**src/rtl/stopwatch_pkg.sv**
```systemverilog
// Shared types and constants for the stopwatch control slice.
//   state_t        : RUN / PAUSED / ADJUST sequencer states
//   DIGIT_W        : width of one BCD digit
//   DEF_MAX_*      : default wrap limits for minutes / seconds
//   BLK_*          : bit positions inside the per-digit blank mask
//   bcd_is         : true when a two-digit BCD pair equals a binary value
package stopwatch_pkg;

   typedef enum logic [1:0] {ST_RUN, ST_PAUSED, ST_ADJUST} state_t;

   localparam int DIGIT_W     = 4;
   localparam int DEF_MAX_MIN = 59;
   localparam int DEF_MAX_SEC = 59;

   localparam int BLK_MIN_TENS = 3;
   localparam int BLK_MIN_ONES = 2;
   localparam int BLK_SEC_TENS = 1;
   localparam int BLK_SEC_ONES = 0;

   function automatic logic bcd_is(input logic [DIGIT_W-1:0] tens,
                                   input logic [DIGIT_W-1:0] ones,
                                   input int                 val);
      return (tens == DIGIT_W'(val / 10)) && (ones == DIGIT_W'(val % 10));
   endfunction

endpackage

```
**src/rtl/bcd_mod_counter.sv**
```systemverilog
// Two-digit BCD modulo counter, counts 00..MAX then wraps to 00.
//   clk, rst  : clock, synchronous active-high reset
//   clr       : synchronous clear to 00
//   inc       : advance by one this cycle
//   tens/ones : BCD digits
//   carry_out : combinational, high when inc arrives while at MAX
module bcd_mod_counter
   import stopwatch_pkg::*;
#(
   parameter int MAX = 59
) (
   input  logic               clk,
   input  logic               rst,
   input  logic               clr,
   input  logic               inc,
   output logic [DIGIT_W-1:0] tens,
   output logic [DIGIT_W-1:0] ones,
   output logic               carry_out
);

   logic at_max;

   assign at_max    = bcd_is(tens, ones, MAX);
   assign carry_out = inc & at_max;

   always_ff @(posedge clk) begin
      if (rst || clr) begin
         tens <= '0;
         ones <= '0;
      end else if (inc) begin
         if (at_max) begin
            tens <= '0;
            ones <= '0;
         end else if (ones == DIGIT_W'(9)) begin
            tens <= tens + DIGIT_W'(1);
            ones <= '0;
         end else begin
            ones <= ones + DIGIT_W'(1);
         end
      end
   end

endmodule

```
**src/rtl/stopwatch_ctrl.sv**
```systemverilog
// Stopwatch control and timekeeping sequencer.
// RUN / PAUSED / ADJUST state machine driving an mm:ss BCD count and the
// per-digit blank mask used for flashing the field being adjusted.
//   clk, rst            : clock, synchronous active-high reset
//   tick_1hz, tick_2hz  : single-cycle strobes (count / adjust rate)
//   blink               : 4 Hz level used for adjust flashing
//   btn_pause           : debounced level, rising edge toggles run/pause
//   btn_clr             : debounced level, clears the count
//   sw_adj, sw_sel      : adjust mode, adjust target (0 = min, 1 = sec)
//   min_*/sec_*         : BCD digits
//   digit_blank         : [3]=min_tens .. [0]=sec_ones, 1 = blank
//   running             : high while in RUN
// Build option: define STOPWATCH_OVF_STOP_EN to saturate at MAX_MIN:MAX_SEC
// and drop to PAUSED instead of wrapping to 00:00 in RUN.
module stopwatch_ctrl
   import stopwatch_pkg::*;
#(
   parameter int MAX_MIN = DEF_MAX_MIN,
   parameter int MAX_SEC = DEF_MAX_SEC
) (
   input  logic               clk,
   input  logic               rst,
   input  logic               tick_1hz,
   input  logic               tick_2hz,
   input  logic               blink,
   input  logic               btn_pause,
   input  logic               btn_clr,
   input  logic               sw_adj,
   input  logic               sw_sel,
   output logic [DIGIT_W-1:0] min_tens,
   output logic [DIGIT_W-1:0] min_ones,
   output logic [DIGIT_W-1:0] sec_tens,
   output logic [DIGIT_W-1:0] sec_ones,
   output logic [3:0]         digit_blank,
   output logic               running
);

   state_t     state, state_nxt;
   logic       paused_flag, paused_flag_nxt;
   logic       btn_pause_q;
   logic       pause_edge;
   logic       stay;
   logic       run_tick, adj_tick;
   logic       sec_inc, min_inc;
   logic       sec_carry, min_carry;
   logic [3:0] blank_d;

   assign pause_edge = btn_pause & ~btn_pause_q;

   // State register plus registered outputs. The pause edge register
   // tracks the button in every state so a press held across leaving
   // ADJUST cannot fire afterwards.
   always_ff @(posedge clk) begin
      if (rst) begin
         state       <= ST_RUN;
         paused_flag <= 1'b0;
         btn_pause_q <= 1'b0;
         running     <= 1'b1;
         digit_blank <= '0;
      end else begin
         state       <= state_nxt;
         paused_flag <= paused_flag_nxt;
         btn_pause_q <= btn_pause;
         running     <= (state_nxt == ST_RUN);
         digit_blank <= blank_d;
      end
   end

`ifdef STOPWATCH_OVF_STOP_EN
   logic at_max;
   assign at_max = bcd_is(min_tens, min_ones, MAX_MIN) &&
                   bcd_is(sec_tens, sec_ones, MAX_SEC);
`endif

   // Next state. A held clear freezes the state as well as the count.
   always_comb begin
      state_nxt       = state;
      paused_flag_nxt = paused_flag;
      if (!btn_clr) begin
         case (state)
            ST_RUN: begin
               if (sw_adj) begin
                  state_nxt       = ST_ADJUST;
                  paused_flag_nxt = 1'b0;
               end else if (pause_edge) begin
                  state_nxt = ST_PAUSED;
               end
`ifdef STOPWATCH_OVF_STOP_EN
               else if (tick_1hz && at_max) begin
                  // saturate: the tick becomes a transition, count holds
                  state_nxt = ST_PAUSED;
               end
`endif
            end
            ST_PAUSED: begin
               if (sw_adj) begin
                  state_nxt       = ST_ADJUST;
                  paused_flag_nxt = 1'b1;
               end else if (pause_edge) begin
                  state_nxt = ST_RUN;
               end
            end
            ST_ADJUST: begin
               if (!sw_adj) state_nxt = paused_flag ? ST_PAUSED : ST_RUN;
            end
            default: state_nxt = ST_RUN;
         endcase
      end
   end

   // Outputs. Ticks only count when the state is not changing this cycle.
   always_comb begin
      stay     = (state_nxt == state);
      run_tick = !btn_clr && stay && (state == ST_RUN)    && tick_1hz;
      adj_tick = !btn_clr && stay && (state == ST_ADJUST) && tick_2hz;
      blank_d  = '0;
      if ((state == ST_ADJUST) && blink) begin
         blank_d[BLK_MIN_TENS] = ~sw_sel;
         blank_d[BLK_MIN_ONES] = ~sw_sel;
         blank_d[BLK_SEC_TENS] = sw_sel;
         blank_d[BLK_SEC_ONES] = sw_sel;
      end
   end

   // Seconds carry reaches minutes only in RUN; adjust edits one field.
   assign sec_inc = run_tick | (adj_tick & sw_sel);
   assign min_inc = (run_tick & sec_carry) | (adj_tick & ~sw_sel);

   bcd_mod_counter #(.MAX(MAX_SEC)) u_sec (
      .clk       (clk),
      .rst       (rst),
      .clr       (btn_clr),
      .inc       (sec_inc),
      .tens      (sec_tens),
      .ones      (sec_ones),
      .carry_out (sec_carry)
   );

   bcd_mod_counter #(.MAX(MAX_MIN)) u_min (
      .clk       (clk),
      .rst       (rst),
      .clr       (btn_clr),
      .inc       (min_inc),
      .tens      (min_tens),
      .ones      (min_ones),
      .carry_out (min_carry)
   );

   // Minutes can only wrap through a seconds carry or a direct adjust.
   a_min_wrap_src : assert property (@(posedge clk) disable iff (rst)
      min_carry |-> (sec_carry || (state == ST_ADJUST)));

endmodule

```
**config.mk**
```make
export PLATFORM = sky130hd
export DESIGN_NAME = stopwatch_ctrl
export DESIGN_NICKNAME = d
export VERILOG_FILES = /design/src/rtl/stopwatch_pkg.sv /design/src/rtl/bcd_mod_counter.sv /design/src/rtl/stopwatch_ctrl.sv
export SDC_FILE = /design/constraint.sdc
export NUM_CORES = 1
export LEC_CHECK = 0
export CELL_PAD_IN_SITES_DETAIL_PLACEMENT = 1
export CELL_PAD_IN_SITES_GLOBAL_PLACEMENT = 2
export CORE_UTILIZATION = 31
export CTS_CLUSTER_DIAMETER = 80
export DETAILED_ROUTE_END_ITERATION = 8
export PLACE_DENSITY_LB_ADDON = 0.1
export SLEW_MARGIN = 20
export SYNTH_ARGS = -nofsm -noshare
export SYNTH_HDL_FRONTEND = slang
export SYNTH_SLANG_ARGS = --single-unit
```
**constraint.sdc**
```tcl
create_clock -name clk -period 5.2 [get_ports clk]
set_input_delay 1.04 -clock clk [delete_from_list [all_inputs] [get_ports clk]]
set_output_delay 1.04 -clock clk [all_outputs]
set_load 0.005 [all_outputs]
```
==> results.rst <==
.. list-table::
   :header-rows: 1

   * - Metric
     - Value
   * - Highest clock frequency the design can meet
     - 351 MHz
   * - Most crowded layer after global routing
     - met2
   * - Post-synth ARST share
     - 0%
   * - Hold EP
     - u_min.tens[3]
   * - Dpl hpwl
     - ~2100 um
   * - GRT met2 Usage
     - 22.9%
   * - Global-route wire length before repair
     - just under 5000 um
   * - Post-route ant nets
     - 0
   * - Number of nets in the layout
     - approximately 180
   * - Average wire per standard cell
     - 13.5 um
   * - Total routed wirelength
     - 2820 um
   * - Unique cell type count in the Yosys netlist
     - 41
   * - Overflow left after global routing
     - 0
   * - Critical Setup Path Class
     - primary input to flop
   * - Number of search-and-repair iterations in the first detailed-routing pass
     - 2
   * - Layout overhead on the synthesized area
     - 30.5%
   * - Tightest Pin Transition
     - 0.653 ns
   * - Floorplan die area
     - 0.00420 mm^2
   * - Reg-to-reg slack, setup
     - roughly 3.2 ns
   * - Number of hold-repair buffers added at the cts stage
     - 0
   * - Via count of the first global-routing pass
     - between 1000 and 1500
   * - RePlAce Congestion
     - 0.854
   * - Critical path startpoint category
     - primary input
   * - Met1 Resource Use GR
     - 20.6%
   * - RSZ-0062 raised after global routing
     - no
   * - Clock Skew
     - 0.00193 ns
   * - Routed via count divided by cell count
     - ~5.2
   * - Clock buffer depth
     - 2
   * - Cell count after synthesis
     - between 100 and 150
   * - Final Total Pwr
     - ~320 uW
   * - Top library cells by usage in the layout, fill and taps aside
     - clkdlybuf4s50_1 (29), dfxtp_1 (23), o21ai_0 (9), nand2_1 (9)
   * - Vias
     - 1089
   * - Syn nets
     - 149
   * - Clock Latency Late Sink
     - ~0.27 ns
   * - Antenna diode count
     - 0
   * - H-tree depth reported by CTS
     - 1
   * - Kind of end point of the critical path
     - flop
   * - Leading cell type in the layout, fill and taps excluded
     - clkdlybuf4s50_1
   * - Final instance area
     - 0.00160 mm^2
   * - Cell area after synthesis
     - 0.00122 mm^2
   * - Portion of the post-synthesis area used by sequential elements
     - 37.6%
   * - Total number of clock tree sinks
     - 23
   * - Hold violation count in the final report
     - 0
   * - Number of stages on the worst hold path
     - 2
   * - Number of maximum-capacitance constraint violations
     - 0
   * - EDFF count, synth
     - 0
   * - Clock transition at the register clock pins on the worst setup and hold paths after CTS
     - 0.08 ns
   * - Number of buffers added on ports
     - 29
   * - Slew Viols, Final
     - 0
   * - Critical path peak fanout
     - 9
   * - Cts bufs inserted
     - 3
   * - Arrival time of data at the critical path endpoint
     - 3.01 ns
   * - Syn. warnings
     - 0
   * - Worst supply voltage drop on vdd
     - about 0.066 mV
   * - Chip height
     - 64.8 um
   * - Fill cell count
     - 428
   * - R2R Path Start
     - u_sec.ones[0]
   * - Number of placed instances with taps included
     - 205
   * - Worst Reg-to-Reg Cells
     - 5
   * - Sum of negative setup slack
     - 0 ns
   * - # resized after CTS
     - 0
   * - Ports placed on the boundary
     - 30
   * - Remaining design rule violation count
     - 0
   * - Final instance count without filler cells
     - between 200 and 250
   * - Clock period minus final worst setup slack
     - 2.85 ns
   * - Main flop type after synthesis
     - dfxtp_1
   * - Horiz. Die Dim
     - approximately 65 um
   * - Leakage
     - 0.529 nW
   * - Clock Root Buffer
     - clkbuf_8
   * - Worst hold slack across all endpoints
     - slightly above 0.5 ns
   * - Synthesized area per cell
     - 9.27 um^2
   * - Worst min-delay path class
     - flop to flop
   * - Post-CTS setup buffers
     - 0
   * - Power per cell area
     - 201 mW/mm^2
   * - Headroom to the max-slew limit
     - 56.5%
   * - Maximum number of pins on one net before global-route repair
     - 19
   * - Std-Cell Core Area
     - around 0.0037 mm^2
   * - Final period util
     - 54.8%
   * - Number of synthesized register bits
     - 23
   * - Clock tree from TritonCTS
     - done
   * - Fraction of met3 tracks used by global routing
     - under 10%
   * - All-Layer GR Usage
     - 15.0%
   * - Outcome
     - finished clean
   * - End of the worst register-to-register path
     - u_min.ones[3]
   * - Row Count
     - 22
   * - DR iter-0 viols
     - 26
   * - Critical hold path startpoint
     - u_min.tens[3]
   * - Starting density of the core
     - between 30% and 40%
   * - Antenna violations before repair
     - 0
   * - Required time of the critical path
     - 5.37 ns
   * - Layout cell share with drive strength beyond 1
     - 7.45%
   * - Setup violators final
     - 0
   * - Cell Area, Placed
     - 0.00155 mm^2
-- power by group --
part / internal, mW / leakage [nW] / switching (mW)
Combinational: 0.0142 / 0.320 / 0.0135
Sequential: 0.178 / 0.186 / 0.00187
Clock: 0.0548 / 0.0228 / 0.0576
Total: 0.247 / 0.529 / 0.0729
-- cells in the mapped netlist, types with 2 or more instances --
cell type  number  area share [%]
a211oi_1        2             1.2
nor2b_1         3             1.5
nor3_1          6             2.5
o21ai_0         9             3.7
a311oi_1        2             1.4
nand2_1         9             2.8
nand4_1         3             1.5
nor2_1          7             2.1
clkbuf_1        2            0.61
nand3_1         5             2.0
buf_4           2             1.2
xnor2_1         3             2.1
or4_1           2             1.2
nor3b_1         3             1.8
ha_1            8             8.2
nand3b_1        5             3.1
inv_1           5             1.5
a21oi_1         8             3.3
and3b_1         2             1.4
dfxtp_1        23              38
o31ai_1         2             1.2
mux2i_1         2             1.6
-- flip-flops by register name, indices dropped and copies added (netlist names) --
name and cells:
state 2, u_min.ones 4, paused_flag 1, btn_pause_q 1, running 1, u_sec.ones 4, u_sec.tens 4, u_min.tens 4
digit_blank 2
-- per-stage QoR --
stage	setup slack, ns	utilization, %
floorplan	2.74	-
global placement	2.15	41.8
detailed placement	2.06	41.8
CTS	2.34	43.0
global route	2.15	43.0
finish	2.35	43.0
-- critical path: stages --
cell	delay [ns]
clkdlybuf4s50_1	0.60
nor2b_1	0.23
nand4_1	0.25
a21oi_2	0.44
o21ai_0	0.17
a32o_1	0.28
-- logic make-up after synthesis --
| logic type | count (synthesis) | share of synthesized area [%] |
|---|---|---|
| AOI/OAI and AO/OA | 30 | 17.7 |
| buffers and inverters | 10 | 3.68 |
| xor gates and xnor gates | 3 | 2.15 |
| adders and majority gates | 8 | 8.18 |
| muxes | 2 | 1.64 |
| and+or+nand+nor | 56 | 29.0 |
| DFF | 23 | 37.6 |
-- worst max-delay path by stage --
stage	slack, ns	from	end	cells past startpoint
floorplan	2.74	btn_pause	u_min.tens[0]	5
global route	2.15	sw_adj	u_min.ones[1]	6
CTS	2.34	btn_clr	u_min.ones[1]	6
global placement	2.15	btn_clr	u_min.ones[3]	6
finish	2.35	sw_adj	u_sec.tens[2]	6
detailed placement	2.06	sw_adj	u_sec.tens[2]	6
-- cell type report --
class | count | area [um^2] | share of cell area (%)
repair buffers | 29 | 290 | 18.2
inverters | 6 | 22.5 | 1.41
flip-flops and latches | 23 | 460 | 28.8
multi-input cells | 99 | 718 | 45.0
clock buffers | 4 | 45.0 | 2.82
well taps | 48 | 60.1 | 3.76
-- layer usage --
layer,routed length [um],part of all wire [%]
met1,1420,50
met2,1270,45
met4,40,1.4
met3,96,3.4
met5,0,0
(Power assumes the default switching activity.)
